### config.mk
export PLATFORM = sky130hd
export DESIGN_NAME = diff_fifo_rd_port
export DESIGN_NICKNAME = d
export VERILOG_FILES = /design/src/rtl/diff_fifo_rd_port.sv
export SDC_FILE = /design/constraint.sdc
export NUM_CORES = 1
export LEC_CHECK = 0
export CORE_MARGIN = 1.5
export CORE_UTILIZATION = 44
export CTS_CLUSTER_SIZE = 40
export DETAILED_ROUTE_END_ITERATION = 10
export GPL_TIMING_DRIVEN = 0
export PLACE_DENSITY = 0.78
export SYNTH_ARGS = -nofsm -noshare
export SYNTH_HDL_FRONTEND = slang
export SYNTH_SLANG_ARGS = --single-unit
export TNS_END_PERCENT = 100
### constraint.sdc
create_clock -name clk -period 2.1 [get_ports clk]
set_input_delay 0.42 -clock clk [delete_from_list [all_inputs] [get_ports clk]]
set_output_delay 0.42 -clock clk [all_outputs]
set_load 0.02 [all_outputs]
### src/rtl/diff_fifo_rd_port.sv
// Read side of a FIFO: pulls whole RAM words and serialises them as OUT_WIDTH slices, LS slice first.
// Optional level counter enabled by defining DIFF_FIFO_RD_LEVEL_EN.
module diff_fifo_rd_port #(
  parameter int WIDTH      = 64,
  parameter int ADDR_WIDTH = 6,
  parameter int OUT_WIDTH  = 16
) (
  input  logic                                          clk,
  input  logic                                          rst_n,
  input  logic [ADDR_WIDTH:0]                           wr_ptr,
  output logic [ADDR_WIDTH-1:0]                         ram_addr_b,
  input  logic [WIDTH-1:0]                              ram_d_out,
  output logic [ADDR_WIDTH:0]                           rd_ptr,
  input  logic                                          flush,
  output logic [OUT_WIDTH-1:0]                          out_data,
  output logic                                          out_valid,
  input  logic                                          out_ready,
  output logic [ADDR_WIDTH+$clog2(WIDTH/OUT_WIDTH):0]   level
);

  localparam int RATIO      = WIDTH / OUT_WIDTH;
  localparam int RATIO_LOG2 = $clog2(RATIO);
  localparam int SIDX_W     = (RATIO > 1) ? RATIO_LOG2 : 1;
  localparam int LVL_W      = ADDR_WIDTH + 1 + RATIO_LOG2;
  localparam logic [SIDX_W-1:0] SIDX_LAST = SIDX_W'(RATIO - 1);

  // Handshake: a slice moves on any rising edge where out_valid && out_ready;
  // out_valid never drops and out_data never changes until that happens (flush/reset excepted).

  typedef enum logic {IDLE, HOLD} state_t;

  state_t              state_q, state_d;
  logic [SIDX_W-1:0]   sidx_q, sidx_d;
  logic [WIDTH-1:0]    word_q, word_d;
  logic [ADDR_WIDTH:0] rd_q, rd_d;
  logic                empty;
  logic [OUT_WIDTH-1:0] slice;

  assign empty      = (wr_ptr == rd_q);
  assign rd_ptr     = rd_q;
  assign ram_addr_b = rd_q[ADDR_WIDTH-1:0];
  assign out_valid  = (state_q == HOLD);
  assign out_data   = (state_q == HOLD) ? slice : '0;

  always_comb begin
    slice = '0;
    for (int i = 0; i < RATIO; i++) begin
      if (sidx_q == SIDX_W'(i)) slice = word_q[i*OUT_WIDTH +: OUT_WIDTH];
    end
  end

  always_comb begin
    state_d = state_q;
    sidx_d  = sidx_q;
    word_d  = word_q;
    rd_d    = rd_q;
    if (flush) begin
      rd_d    = wr_ptr;
      state_d = IDLE;
      sidx_d  = '0;
    end else begin
      case (state_q)
        IDLE: begin
          if (!empty) begin
            word_d  = ram_d_out;
            rd_d    = rd_q + {{ADDR_WIDTH{1'b0}}, 1'b1};
            sidx_d  = '0;
            state_d = HOLD;
          end
        end
        HOLD: begin
          if (out_ready) begin
            if (sidx_q != SIDX_LAST) begin
              sidx_d = sidx_q + SIDX_W'(1);
            end else if (!empty) begin
              // Last slice leaves and the next word lands on the same edge.
              word_d = ram_d_out;
              rd_d   = rd_q + {{ADDR_WIDTH{1'b0}}, 1'b1};
              sidx_d = '0;
            end else begin
              sidx_d  = '0;
              state_d = IDLE;
            end
          end
        end
        default: state_d = IDLE;
      endcase
    end
  end

  always_ff @(posedge clk or negedge rst_n) begin
    if (!rst_n) begin
      state_q <= IDLE;
      sidx_q  <= '0;
      word_q  <= '0;
      rd_q    <= '0;
    end else begin
      state_q <= state_d;
      sidx_q  <= sidx_d;
      word_q  <= word_d;
      rd_q    <= rd_d;
    end
  end

`ifdef DIFF_FIFO_RD_LEVEL_EN
  logic [ADDR_WIDTH:0] words_d;
  logic [LVL_W-1:0]    level_d, level_q;

  assign words_d = wr_ptr - rd_d;

  // Registered from next-state values so it matches the outputs after the edge.
  always_comb begin
    level_d = LVL_W'(words_d) << RATIO_LOG2;
    if (state_d == HOLD) level_d = level_d + LVL_W'(RATIO) - LVL_W'(sidx_d);
  end

  always_ff @(posedge clk or negedge rst_n) begin
    if (!rst_n) level_q <= '0;
    else        level_q <= level_d;
  end

  assign level = level_q;
`else
  assign level = '0;
`endif

endmodule

-- Yosys cells after proc, flatten, opt, wreduce, memory -nomap -nowiden
Cells that the tools add are included.
Widths: inputs -> output; s select.
- ROM bits: 0
- RAM bits: 0
- bits in latches: 0
- output and inout bits: 39
- bits in registers: 74
- word-level logic and storage cells: 46
- memories kept: 0
- input bits: 75
- multiply operators: 0
- equal/unequal tests: 10
- bitwise gates (word level): 2
- $lt $le $gt $ge: 0
- reduce and logical (&&, ||, !) cells: 4
- shifts and indexed selects: 0
- divide/modulo/power cells: 0
- add/subtract/negate cells: 2
- multiplexer cells: 24
- operators with widths (cell ; count):
    $mux 64 ; 3
    $pmux 64 s2 ; 1
    $mux 16 ; 5
    $mux 7 ; 4
    $pmux 7 s2 ; 1
    $ne 3x3->1 const B ; 3
    $mux 2 ; 4
    $add 7x1->7 const B ; 1
    $eq 7x7->1 ; 1
    $ne 2x2->1 const B ; 3
    $eq 2x2->1 const B ; 2
    $mux 1 ; 4
    $pmux 2 s2 ; 1
    $reduce_and 2->1 ; 2
    $reduce_and 3->1 ; 1
    $add 2x1->2 const B ; 1
    $eq 2x1->1 const B ; 1
    $logic_not 2->1 ; 1
    $not 1->1 ; 2
    $pmux 1 s2 ; 1

-- Longest topological paths before layout
- word-level depth: 6
- mapped depth: 9
- depth with buffers taken out: 7

-- Worst setup path after synthesis
Ideal clock, no wire load.
- path type: flip-flop to output port
- start point: register sidx_q[1]
- end point: output out_data[5]
- required time: 1.680 ns
- buffers on the path: 2
- stages on the path, launching flop included: 10
- slack: -0.179 ns
- data arrival time: 1.859 ns
- cell sequence: dfrtp_1 > inv_1 > ha_1 > clkbuf_1 > nor2b_1 > buf_2 > a221oi_1 > nor3_1 > a21oi_1 > nor2b_1
- longest elaborated chain between the ends: 6
- elaborated cells between the ends (all ways): 9
- those cells by class: 3 x eq/ne; 5 x mux; 1 x reduce/logical
- ends and longest elaborated chain (item ; RTL line ; RTL):
    start: declaration ; 33 ; logic [SIDX_W-1:0] sidx_q, sidx_d;
    start signal: assignment ; 99 ; sidx_q <= sidx_d;
    $logic_not 2->1 ; 48 ; if (sidx_q == SIDX_W'(i)) slice = word_q[i*OUT_WIDTH +: OUT_WIDTH];
    $mux 16 (3 in a row) ; 48 ;
    $mux 16 * ; 48 ;
    $mux 16 * ; 43 ; assign out_data = (state_q == HOLD) ? slice : '0;
    end: declaration ; 15 ; output logic [OUT_WIDTH-1:0] out_data,
Every way passes the cells marked *; elsewhere a longest branch is shown, timed or not.

-- Worst setup path in the final report
- start point: register sidx_q[1]
- end point: output out_data[13]
The elaborated chain is that of the path after synthesis.

==> flow_summary_export.csv <==
group,metric,value,unit
status,outcome,"finished, violations left",
status,failed_checks,"setup timing",
route,drc_errors,0,
synthesis,synth.yosys.warnings,0,
synthesis,synthDominantCellAreaShare,0.461,
worst_setup_path,cp-start-kind,"flop",
worst_setup_path,critical_path_class,"flop to output pin",
synthesis,number_of_cells_produced_by_synthesis,322,
timing,worst_pin_slew,581,ps
floorplanning,floorplan.core_area,8760,um2
timing,slew_viol_final,0,
synthesis,synth_enable_flop_cells,0,
route,drt_first_iter_violations,140,
floorplanning,dieArea,9700,um2
clock_network,tritoncts,"built",
placement,buffer_ports.inserted,103,
power_and_ir_drop,peakVddDrop,0.000392,V
worst_setup_path,worstPathArrival,2120,ps
synthesis,syn_area,4010,um2
worst_setup_path,worst_path_max_fanout,5,
floorplanning,floorplan.rows,34,
cells_and_area,area_growth,54.2,%
clock_network,clock_tree.buffer_depth,2,
timing,finalSetupTns,-5750,ps
timing,setup-violations-final,16,
route,drt.antenna.violating_nets,0,
route,route.detailed.vias_per_inst,5.37,
cells_and_area,postLayoutCellArea,6190,um2
timing,setup_skew_after_layout,10.4,ps
synthesis,synth_seq_area_share,0.461,
worst_setup_path,worst_setup_path_end_kind,"output pin",
global_route,via_count_of_the_first_global_routing_pass,3268,
clock_network,cts.clk_slew.worst_paths,70,ps
synthesis,syn_area_per_cell,12.5,um2
timing,rsz_0062_raised_after_global_routing,"true",
power_and_ir_drop,p_int,3.17,mW
synthesis,ys.flop_type,"sky130_fd_sc_hd__dfrtp_1",
timing,hold_slack,492,ps
route,routed_vias,3130,
timing,max-slew-margin-rel,0.613,
route,routed_wl,11.7,mm
worst_setup_path,path_cells,"inv_2 > ha_4 > nor2b_4 > buf_8 > buf_4 > a221oi_4 > nor3_2 > a21oi_2 > nor2b_2 > buf_6",
synthesis,ys_top_cells_by_area,"sky130_fd_sc_hd__dfrtp_1 (46%), sky130_fd_sc_hd__mux2_4 (22%), sky130_fd_sc_hd__nor2b_1 (5.1%)",
power_and_ir_drop,power.switching_fraction,0.294,
global_route,largest_net_degree_at_the_start_of_global_routing,51,
floorplanning,start_util,0.458,
synthesis,synth.lib_cells_used.distinct,36,
floorplanning,design.portCount,114,
flow_run,max_cap_viol_count,0,
worst_setup_path,crit_required,1680,ps
floorplanning,die-width,98.5,um
global_route,antenna_found_initial,0,
global_route,grt_use_total,0.228,
power_and_ir_drop,static_leakage_power,2.68,nW
placement,dp_slack,-860,ps
global_route,grt_overflow_total,0,
power_and_ir_drop,finalPower,4.48,mW
worst_setup_path,critical-path-slowest-cell,"sky130_fd_sc_hd__dfrtp_1",
cells_and_area,design.final.nets,550,
timing,post_layout_min_period,2540,ps
clock_network,cts-root-buf,"sky130_fd_sc_hd__clkbuf_8",
power_and_ir_drop,share_seq_of_total_power,0.416,
clock_network,cts_buffers,9,
clock_network,cts_htree_levels,3,
cells_and_area,most-common-layout-cells,"sky130_fd_sc_hd__clkdlybuf4s50_1 (86), sky130_fd_sc_hd__dfrtp_1 (74), sky130_fd_sc_hd__mux2_4 (60), sky130_fd_sc_hd__buf_4 (40), sky130_fd_sc_hd__nor2b_1 (22)",
timing,report.final.hold_viol_count,0,
worst_setup_path,timing.critical_path.slowest_cell_delay,430,ps
worst_hold_path,hold_class,"flop to flop",
synthesis,synth-seq-cells,74,
power_and_ir_drop,netSwitchingPower,1.32,mW
synthesis,synth_top_cell_by_area,"sky130_fd_sc_hd__dfrtp_1",
timing,setup_slack,-444,ps
clock_network,clock_latency,350,ps
cells_and_area,diodes,0,
route,number_of_iterations_in_the_first_detailed_routing_pass,4,
synthesis,fraction_of_registers_with_async_set_or_reset_after_synthesis,1.00,
cells_and_area,post_route_cells_drive_above_1_share,0.421,
timing,period_share,1.21,
placement,gp_routability_congestion,0.795,
power_and_ir_drop,clock_power_share,0.279,
cells_and_area,most_frequent_standard_cell_in_the_layout_excluding_fill_and_tap_cells,"sky130_fd_sc_hd__clkdlybuf4s50_1",
clock_network,cts_num_sinks,74,
route,drt-wirelength-per-cell,20.1,um
timing,fmax,393,MHz
global_route,grt_pass1_wl,17.2,mm
floorplanning,fp.dieH,98.5,um
power_and_ir_drop,pwr-share-comb,0.305,
power_and_ir_drop,power-per-cell-area,724,nW/um2
placement,post_dp_cell_area,5270,um2
placement,detailedPlacementHpwl,7.17,mm
[synth_stat cells, types with 2 or more instances]
cell / count
sky130_fd_sc_hd__inv_1: 2
sky130_fd_sc_hd__nor2b_1: 33
sky130_fd_sc_hd__mux2_1: 5
sky130_fd_sc_hd__nand2_1: 12
sky130_fd_sc_hd__a221oi_1: 15
sky130_fd_sc_hd__nand3_1: 2
sky130_fd_sc_hd__dfrtp_1: 74
sky130_fd_sc_hd__o31a_1: 2
sky130_fd_sc_hd__xor2_1: 4
sky130_fd_sc_hd__nor3_1: 19
sky130_fd_sc_hd__ha_1: 5
sky130_fd_sc_hd__xnor2_1: 7
sky130_fd_sc_hd__a21oi_1: 19
sky130_fd_sc_hd__clkbuf_1: 13
sky130_fd_sc_hd__buf_6: 6
sky130_fd_sc_hd__buf_4: 15
sky130_fd_sc_hd__nor2_1: 3
sky130_fd_sc_hd__mux2_4: 60
sky130_fd_sc_hd__o21ai_0: 9
[state kept, by name (all words and copies together) (netlist names)]
name and flops:
sidx_q 2, rd_ptr 7, out_valid 1, word_q 64
[power by group through the flow]
stage               Sequential (mW)  Combinational, mW  Clock [mW]
global placement               1.81               1.13           0
floorplan                      1.80              0.710           0
CTS                            1.84               1.31        1.24
global route                   1.88               1.45        1.31
detailed placement             1.83               1.16           0
finish                         1.86               1.37        1.25
[logic make-up (layout without fill, tap and decap cells)]
kind of cell / Yosys count / count (layout) / share of synthesized area
buffers and inverters: 37 / 182 / 0.0602
muxes: 67 / 67 / 0.244
adders and majority gates: 5 / 5 / 0.0156
other: 1 / 9 / 0.000934
xor gates and xnor gates: 11 / 11 / 0.0240
and+or+nand+nor: 78 / 78 / 0.113
DFF: 74 / 74 / 0.461
AOI/OAI and AO/OA: 49 / 49 / 0.0817
[area by class of cell]
cell class              count  area (um2)
multi-input cells         219        2320
inverters                   2        7.51
clock buffers              11         141
repair buffers            132        1310
flip-flops and latches     74        1850
fillers                   569        2570
clock inverters             5        77.6
plain buffers              32         349
well taps                 108         135
[per-layer routing]
metal / GRT usage / up-vias / part of all wire / wire (um)
met5: 0 / - / 0 / 0
met4: 0.0791 / 0 / 0.025 / 294
met3: 0.0433 / 22 / 0.053 / 619
met2: 0.380 / 123 / 0.50 / 5830
met1: 0.300 / 1569 / 0.42 / 4950
li1: - / 1416 / - / -
[worst paths after layout]
path / start / endpoint / slack, ps / cells past startpoint
setup reg to reg: sidx_q[0]$_DFFE_PN0P_ / word_q[46]$_DFFE_PN0P_ / 20 / 10
min in group asynchronous: rst_n / rd_ptr[4]$_DFFE_PN0P_ / 520 / 2
setup / recovery: sidx_q[1]$_DFFE_PN0P_ / out_data[13] / -440 / 10
hold reg to reg: word_q[38]$_DFFE_PN0P_ / word_q[38]$_DFFE_PN0P_ / 490 / 1
max in group asynchronous: rst_n / word_q[30]$_DFFE_PN0P_ / 1010 / 3
hold / removal: word_q[38]$_DFFE_PN0P_ / word_q[38]$_DFFE_PN0P_ / 490 / 1
[critical path: cells and delay by family (launching register included)]
family          cells  cell delay (ps)
simple gates        3              220
compound gates      2              410
flops               1              430
fa+ha+maj           1              200
buf+inv             4              530
[what timing repair did]
action	4_1_cts	5_1_grt
setup buffers	12	13
pin swaps	17	9
resized for setup	163	18
cloned	2	1
endpoints found under the setup margin	16	56
endpoints found under the hold margin	24	0
hold buffers	1	0
[through the flow]
step                      utilization  instances
after floorplan                     -        330
after global placement          0.598        541
after detailed placement        0.601        542
after CTS                       0.688        571
after global routing            0.706        583
final                           0.706        583
(Power assumes the default switching activity.)
